--- src/rtl/sha_auth_pkg.sv ---
// Shared types and constants for the SHA-256 authentication loader.
package sha_auth_pkg;

  typedef enum logic [2:0] {
    COLLECT,
    WRITE_WORD,
    WRITE_CTRL,
    WAIT,
    PASS,
    FAIL,
    LOCK
  } state_t;

  localparam int          SHA_WORDS      = 8;
  localparam logic [31:0] SHA_CTRL_START = 32'h1;
  localparam logic        WC_BLOCK       = 1'b0;
  localparam logic        WC_CTRL        = 1'b1;

endpackage

--- src/rtl/sha_auth_loader.sv ---
// Packs a byte-streamed key into eight SHA block words, starts the core,
// and tracks pass/fail with a timeout and a lockout after repeated failures.
module sha_auth_loader
  import sha_auth_pkg::*;
#(
  parameter int TIMEOUT      = 256,
  parameter int MAX_ATTEMPTS = 3,
  parameter int CNT_W        = 2
) (
  input  logic             clk,
  input  logic             reset,
  input  logic [7:0]       byte_in,
  input  logic             byte_valid,
  output logic             byte_ready,
  output logic             sha_cs,
  output logic             sha_we,
  output logic             sha_wc,
  output logic [2:0]       sha_address,
  output logic [31:0]      sha_write_data,
  input  logic             sha_digest_valid,
  output logic             auth_busy,
  output logic             auth_pass,
  output logic             auth_fail,
  output logic             locked_out,
  output logic [CNT_W-1:0] fail_count
);

  localparam int TIMER_W = (TIMEOUT > 1) ? $clog2(TIMEOUT) : 1;

  state_t             state;
  logic [2:0]         word_idx;
  logic [1:0]         byte_cnt;
  logic [31:0]        shift_reg;
  logic [TIMER_W-1:0] timer;

  // Gated by reset so the handshake is withdrawn the instant reset asserts.
  assign byte_ready = (state == COLLECT) && !reset;

  // sha_* outputs are loaded on entry to the write states so they line up
  // exactly with WRITE_WORD / WRITE_CTRL, and default back to zero otherwise.
  always_ff @(posedge clk or posedge reset) begin
    if (reset) begin
      state          <= COLLECT;
      word_idx       <= '0;
      byte_cnt       <= '0;
      shift_reg      <= '0;
      timer          <= '0;
      fail_count     <= '0;
      sha_cs         <= 1'b0;
      sha_we         <= 1'b0;
      sha_wc         <= 1'b0;
      sha_address    <= '0;
      sha_write_data <= '0;
      auth_busy      <= 1'b0;
      auth_pass      <= 1'b0;
      auth_fail      <= 1'b0;
      locked_out     <= 1'b0;
    end else begin
      sha_cs         <= 1'b0;
      sha_we         <= 1'b0;
      sha_wc         <= 1'b0;
      sha_address    <= '0;
      sha_write_data <= '0;
      unique case (state)
        COLLECT: begin
          if (byte_valid) begin
            shift_reg <= {shift_reg[23:0], byte_in};
            byte_cnt  <= byte_cnt + 2'd1;
            auth_busy <= 1'b1;
            auth_fail <= 1'b0;
            if (byte_cnt == 2'd3) begin
              state          <= WRITE_WORD;
              sha_cs         <= 1'b1;
              sha_we         <= 1'b1;
              sha_wc         <= WC_BLOCK;
              sha_address    <= word_idx;
              sha_write_data <= {shift_reg[23:0], byte_in};
            end
          end
        end
        WRITE_WORD: begin
          if (word_idx == 3'(SHA_WORDS - 1)) begin
            state          <= WRITE_CTRL;
            sha_cs         <= 1'b1;
            sha_we         <= 1'b1;
            sha_wc         <= WC_CTRL;
            sha_address    <= '0;
            sha_write_data <= SHA_CTRL_START;
          end else begin
            word_idx <= word_idx + 3'd1;
            state    <= COLLECT;
          end
        end
        WRITE_CTRL: begin
          timer <= '0;
          state <= WAIT;
        end
        WAIT: begin
          // A digest on the final timeout cycle still counts as a pass.
          if (sha_digest_valid) begin
            state     <= PASS;
            auth_pass <= 1'b1;
            auth_busy <= 1'b0;
          end else if (timer == TIMER_W'(TIMEOUT - 1)) begin
            state     <= FAIL;
            auth_fail <= 1'b1;
            auth_busy <= 1'b0;
            if (fail_count < CNT_W'(MAX_ATTEMPTS))
              fail_count <= fail_count + CNT_W'(1);
          end else begin
            timer <= timer + TIMER_W'(1);
          end
        end
        FAIL: begin
          if (fail_count == CNT_W'(MAX_ATTEMPTS)) begin
            state      <= LOCK;
            locked_out <= 1'b1;
          end else begin
            word_idx <= '0;
            state    <= COLLECT;
          end
        end
        PASS, LOCK: begin
          state <= state;
        end
        default: state <= COLLECT;
      endcase
    end
  end

endmodule

--- config.mk ---
export PLATFORM = sky130hd
export DESIGN_NAME = sha_auth_loader
export DESIGN_NICKNAME = d
export VERILOG_FILES = /design/src/rtl/sha_auth_pkg.sv /design/src/rtl/sha_auth_loader.sv
export SDC_FILE = /design/constraint.sdc
export NUM_CORES = 1
export LEC_CHECK = 0
export BUFFER_PORTS_ARGS = -buffer_cell sky130_fd_sc_hd__buf_4
export CORE_MARGIN = 8
export CORE_UTILIZATION = 55
export DETAILED_ROUTE_END_ITERATION = 6
export PLACE_DENSITY = 0.78
export SLEW_MARGIN = 20
export SYNTH_ARGS = -nofsm -noshare
export SYNTH_HDL_FRONTEND = slang
export SYNTH_SLANG_ARGS = --single-unit
--- constraint.sdc ---
create_clock -name clk -period 2.4 [get_ports clk]
set_input_delay 0 -clock clk [delete_from_list [all_inputs] [get_ports clk]]
set_output_delay 0 -clock clk [all_outputs]
set_load 0.03 [all_outputs]
# Word-level counts from Yosys, hierarchy flattened
# Index checks and enable logic that the tools add are counted.
dict set report op_classes {
  bitwise 2
  n_eq_ne 18
  n_mux 33
  n_reduce_logical 16
  order_cmp 1
  addsub 4
}
# op count
set op_table {}
lappend op_table {{$mux 32} 2}
lappend op_table {{$pmux 32 s2} 1}
lappend op_table {{$mux 3} 10}
lappend op_table {{$pmux 3 s6} 1}
lappend op_table {{$mux 8} 2}
lappend op_table {{$pmux 8 s2} 1}
lappend op_table {{$eq 3x3->1 const B} 4}
lappend op_table {{$ne 2x2->1 const B} 6}
lappend op_table {{$reduce_and 4->1} 3}
lappend op_table {{$mux 1} 11}
lappend op_table {{$reduce_and 3->1} 3}
lappend op_table {{$add 8x1->8 const B} 1}
lappend op_table {{$eq 8x8->1 const B} 1}
lappend op_table {{$eq 3x2->1 const B} 2}
lappend op_table {{$pmux 1 s2} 3}
lappend op_table {{$pmux 3 s2} 1}
lappend op_table {{$reduce_and 2->1} 3}
lappend op_table {{$reduce_bool 2->1} 3}
lappend op_table {{$add 2x1->2 const B} 2}
lappend op_table {{$eq 2x2->1 const B} 2}
lappend op_table {{$add 3x1->3 const B} 1}
lappend op_table {{$eq 3x1->1 const B} 1}
lappend op_table {{$logic_not 3->1} 1}
lappend op_table {{$ne 3x3->1 const B} 1}
lappend op_table {{7 further kinds} 8}
dict set report word_totals {
  out_inout_bits 45
  word_cells 88
  reg_bits 83
}

# Longest topological paths before layout
dict set report depth {
  ltp_word 4
  ltp_mapped 6
  ltp_nobuf 5
}

# Worst setup path before layout
# Ideal clock, no wire load.
dict set report synth_timing {
  path_kind {register to output}
  from {register state[0]}
  to {output port byte_ready}
  path_buffers 2
  path_stages_with_launch 4
  arrival_time_ns 1.782
  slack_ns 0.618
  cell_sequence {dfrtp_1 buf_2 clkbuf_1 nor4_1}
}
dict set report synth_via {
  elab_chain_cells 2
}
# item line_no
set synth_lines {}
lappend synth_lines {{start, declared} sha_auth_loader.sv:30} ;# state_t state;
lappend synth_lines {{start signal, assigned} sha_auth_loader.sv:124} ;# state <= state;
lappend synth_lines {{$logic_not 3->1} sha_auth_loader.sv:37} ;# assign byte_ready = (state == COLLECT) && !reset;
lappend synth_lines {{$logic_and 1x1->1} sha_auth_loader.sv:37}
lappend synth_lines {{end, declared} sha_auth_loader.sv:14} ;# output logic byte_ready,
# No other way between the ends.

# Worst setup path after layout
dict set report layout_timing {
  from {register state[1]}
  to {register fail_count[1]}
}
dict set report layout_via {
  elab_chain_cells 2
}
# item line_no
set layout_lines {}
lappend layout_lines {{$eq 3x2->1} sha_auth_loader.sv:64} ;# unique case (state)
lappend layout_lines {{$reduce_and 4->1 (no source line)} n/a}
lappend layout_lines {{end signal, assigned} sha_auth_loader.sv:109} ;# fail_count <= fail_count + CNT_W'(1);
lappend layout_lines {{end, declared} sha_auth_loader.sv:25} ;# output logic [CNT_W-1:0] fail_count
# No other way between the ends.
# A chain may end at the register's enable or synchronous reset.

==> impl_metrics.xml <==
<?xml version="1.0" encoding="UTF-8"?>
<metrics>
  <group name="finish">
    <metric name="most-common-layout-cells" unit="">sky130_fd_sc_hd__dfrtp_1, sky130_fd_sc_hd__buf_4, sky130_fd_sc_hd__and3_1, sky130_fd_sc_hd__mux2_2, sky130_fd_sc_hd__nand2_1</metric>
    <metric name="antenna_diodes" unit="">0</metric>
    <metric name="mostFrequentLayoutCell" unit="">sky130_fd_sc_hd__dfrtp_1</metric>
    <metric name="stdcell_count" unit="">400</metric>
    <metric name="layout-drive-gt1-share" unit="">0.335</metric>
    <metric name="largest_register_ffs" unit="">32</metric>
    <metric name="layout.nets" unit="">338</metric>
    <metric name="syn2layout_area_growth" unit="%">22.8</metric>
  </group>
  <group name="sta">
    <metric name="worst_slew_margin_rel" unit="">0.382</metric>
    <metric name="final.period_utilization" unit="">0.725</metric>
    <metric name="unrepaired_setup_endpoints_after_global_routing" unit="">no</metric>
    <metric name="setup-tns-final" unit="ps">0</metric>
    <metric name="period_needed" unit="ps">1740</metric>
    <metric name="drv_slew" unit="">0</metric>
    <metric name="timing_hold_violations_final" unit="">0</metric>
    <metric name="fmax" unit="MHz">575</metric>
    <metric name="setup_viol" unit="">0</metric>
    <metric name="tightest_slew" unit="ps">928</metric>
    <metric name="clock-skew-final" unit="ps">3.34</metric>
  </group>
  <group name="synthesis">
    <metric name="synth_top_cells_by_area" unit="">sky130_fd_sc_hd__dfrtp_1, sky130_fd_sc_hd__mux2_2, sky130_fd_sc_hd__and3_1, sky130_fd_sc_hd__ha_1, sky130_fd_sc_hd__buf_6</metric>
    <metric name="synth_enable_flop_cells" unit="">0</metric>
    <metric name="synth_area_leader" unit="">sky130_fd_sc_hd__dfrtp_1</metric>
    <metric name="seq_area_frac_synth" unit="">0.625</metric>
    <metric name="post-synth-top-area-fraction" unit="">0.625</metric>
    <metric name="synth-seq-cells" unit="">83</metric>
    <metric name="synth-xor-area-share" unit="">0.00527</metric>
    <metric name="post_synth_inst_count" unit="">257</metric>
    <metric name="netlist_area" unit="sq um">3320</metric>
    <metric name="netlist-cell-type-count" unit="">42</metric>
    <metric name="main_combinational_cell_family_by_area_after_synthesis" unit="">simple AND/OR/NAND/NOR gates</metric>
    <metric name="syn_area_per_cell" unit="sq um">12.9</metric>
    <metric name="proportion_of_register_bits_with_asynchronous_set_or_reset_after_synthesis" unit="">1.00</metric>
    <metric name="synth_nets" unit="">274</metric>
    <metric name="postSynth.topFlopCell" unit="">sky130_fd_sc_hd__dfrtp_1</metric>
    <metric name="synth_mux_area_frac" unit="">0.0881</metric>
    <metric name="synth_compound_gate_area_share" unit="">0.0655</metric>
    <metric name="yosys.area_share.simple" unit="">0.159</metric>
    <metric name="synth_adder_area_share" unit="">0.0188</metric>
    <metric name="synth-warning-count" unit="">0</metric>
  </group>
  <group name="setup_path">
    <metric name="worst_path_largest_cell_delay" unit="ps">530</metric>
    <metric name="crit_arrival" unit="ps">1980</metric>
    <metric name="ff2ff_path_depth" unit="">5</metric>
    <metric name="crit_slowest_cell" unit="">sky130_fd_sc_hd__dfrtp_1</metric>
    <metric name="regToRegEndpoint" unit="">fail_count[1]</metric>
    <metric name="cp_cell_sequence" unit="">nor2b_1 &gt; buf_4 &gt; nand4_1 &gt; nor4_2 &gt; mux2_2</metric>
    <metric name="start_kind" unit="">register</metric>
    <metric name="ff2ff_setup_slack" unit="ps">660</metric>
    <metric name="critical_path.endpoint_type" unit="">register</metric>
    <metric name="cp_data_required_time" unit="ps">2640</metric>
    <metric name="reg2reg_from" unit="">state[1]</metric>
    <metric name="path_class" unit="">register to register</metric>
    <metric name="critical_path_peak_fanout" unit="">11</metric>
  </group>
  <group name="routing">
    <metric name="drc" unit="">0</metric>
    <metric name="detail-route-antenna-nets" unit="">0</metric>
    <metric name="detailedRoute.firstPassIterationCount" unit="">4</metric>
    <metric name="wl" unit="microns">6210</metric>
    <metric name="dr.first_iter.drc_count" unit="">72</metric>
    <metric name="dr_total_vias" unit="">2180</metric>
    <metric name="route.detailed.wl_per_inst" unit="microns">15.5</metric>
    <metric name="avgViaCountPerCell" unit="">5.45</metric>
  </group>
  <group name="floorplanning">
    <metric name="design.die.area" unit="sq um">8790</metric>
    <metric name="die_height" unit="microns">93.7</metric>
    <metric name="ios" unit="">57</metric>
    <metric name="initial_cell_density_of_the_core" unit="">0.565</metric>
    <metric name="chip_width" unit="microns">93.7</metric>
    <metric name="number_of_placement_rows" unit="">28</metric>
    <metric name="design.core.area" unit="sq um">5890</metric>
  </group>
  <group name="clocking">
    <metric name="clk_pin_slew_worst_paths" unit="ps">80</metric>
    <metric name="max-clock-path-buffers" unit="">2</metric>
    <metric name="cts-buffers-inserted" unit="">9</metric>
    <metric name="clock_latency_of_the_later_clocked_register_in_the_worst_skew_pair" unit="ps">350</metric>
    <metric name="clkSinkCount" unit="">83</metric>
    <metric name="cts_resized" unit="">0</metric>
    <metric name="ctsRootBufferMaster" unit="">sky130_fd_sc_hd__clkbuf_8</metric>
    <metric name="tritoncts" unit="">yes</metric>
    <metric name="htreeDepth" unit="">3</metric>
  </group>
  <group name="power">
    <metric name="leakage" unit="nW">2.18</metric>
    <metric name="sw_frac_of_total" unit="">0.213</metric>
    <metric name="total_power_per_unit_cell_area" unit="nW/um^2">615</metric>
    <metric name="irDropWorstVdd" unit="mV">0.475</metric>
    <metric name="fraction_of_power_consumed_by_the_clock_network" unit="">0.402</metric>
    <metric name="power_frac_seq" unit="">0.564</metric>
    <metric name="p_switching" unit="mW">0.534</metric>
    <metric name="internal_power_summed_over_all_cells" unit="mW">1.98</metric>
    <metric name="p_comb_frac" unit="">0.034</metric>
  </group>
  <group name="placement">
    <metric name="numPlacedInstances" unit="">375</metric>
    <metric name="dpl.hpwl" unit="microns">4120</metric>
    <metric name="port-buffer-count" unit="">56</metric>
    <metric name="gp_congestion" unit="">0.844</metric>
  </group>
  <group name="global_route">
    <metric name="grt_pass1_vias" unit="">2229</metric>
    <metric name="globalRouteTotalUtil" unit="">0.154</metric>
    <metric name="global_route.overflow_total" unit="">0</metric>
    <metric name="grt_antenna_before_repair" unit="">0</metric>
    <metric name="grt_max_degree" unit="">62</metric>
    <metric name="grt_pass1_wl" unit="microns">10700</metric>
  </group>
  <group name="min_path">
    <metric name="hold_path_startpoint" unit="">byte_valid</metric>
    <metric name="holdCritPathClass" unit="">input pin to register</metric>
    <metric name="min_delay_worst_endpoint" unit="">state[0]</metric>
    <metric name="holdPathStages" unit="">5</metric>
  </group>
  <group name="outcome">
    <metric name="status" unit="">complete, no violations</metric>
  </group>
  <group name="flow_run">
    <metric name="maxCapViolCount" unit="">0</metric>
  </group>
</metrics>
routing by layer:
metal  track usage  wire, microns  up-vias
li1              -              -     1040
met1         0.180           2650     1072
met2         0.241           3000       53
met3        0.0671            431       15
met4        0.0647            129        0
met5             0              0        -
synthesized netlist by cell type, drive strengths merged (4+ instances only):
| cell | instances |
|---|---|
| a21oi | 8 |
| mux2 | 26 |
| ha | 5 |
| nand2 | 14 |
| dfrtp | 83 |
| and3 | 34 |
| nor2 | 6 |
| clkbuf | 9 |
| inv | 4 |
| o21ai | 7 |
| nand2b | 5 |
| buf | 8 |
| nand3 | 8 |
power groups by stage:
stage | sequential, mW | clock [mW] | combinational [mW]
2_1_floorplan | 1.44 | 0 | 0.0385
6_report | 1.42 | 1.01 | 0.0846
3_5_place_dp | 1.44 | 0 | 0.0743
5_1_grt | 1.42 | 1.09 | 0.0967
3_3_place_gp | 1.44 | 0 | 0.0722
4_1_cts | 1.42 | 1.03 | 0.0876
what timing repair did:
action	4_1_cts	5_1_grt
setup buffers	0	0
endpoints found under the hold margin	47	0
hold buffers	10	0
setup endpoints to repair	0	0
worst max path at each step:
| stage | start | to | slack, ps | cells after the start |
|---|---|---|---|---|
| after floorplan | reset | auth_busy | 260 | 1 |
| after global placement | state[2] | fail_count[1] | 720 | 5 |
| after detailed placement | state[1] | fail_count[1] | 690 | 5 |
| after CTS | state[1] | fail_count[1] | 650 | 5 |
| after global routing | byte_cnt[0] | state[0] | 510 | 5 |
| final | state[1] | fail_count[1] | 660 | 5 |
through the flow:
stage | hold WS [ps] | area (sq um) | setup slack (ps) | power (mW) | util
final | 32.1 | 4080 | 661 | 2.51 | 0.693
after CTS | 20.3 | 4080 | 651 | 2.54 | 0.693
after global routing | 55.7 | 4080 | 514 | 2.61 | 0.693
after floorplan | 112 | 3320 | 263 | 1.48 | -
after global placement | 66.1 | 3780 | 718 | 1.51 | 0.642
after detailed placement | 75.8 | 3780 | 691 | 1.52 | 0.642
cell type report:
type	count	area [sq um]
timing repair buffer	70	576
tap	75	93.8
sequential	83	2080
multi-input combinational	153	1120
clock buffer	11	151
clock inverter	4	48.8
fill	419	1800
inverter	4	16.3
critical path: cells and delay by family, from the launching register on:
family                 cells  cell delay, ps
and+or+nand+nor            3             540
DFF                        1             530
muxes                      1             370
buffers and inverters      1             190
cell families (layout without fill, tap and decap cells):
group | count (synthesis) | in the layout
and+or+nand+nor | 88 | 88
DFF | 83 | 83
AOI/OAI and AO/OA | 32 | 32
muxes | 26 | 26
buffers and inverters | 21 | 89
adders and majority gates | 5 | 5
xor gates and xnor gates | 2 | 2
Note: power is estimated with default switching activity, not from simulation.
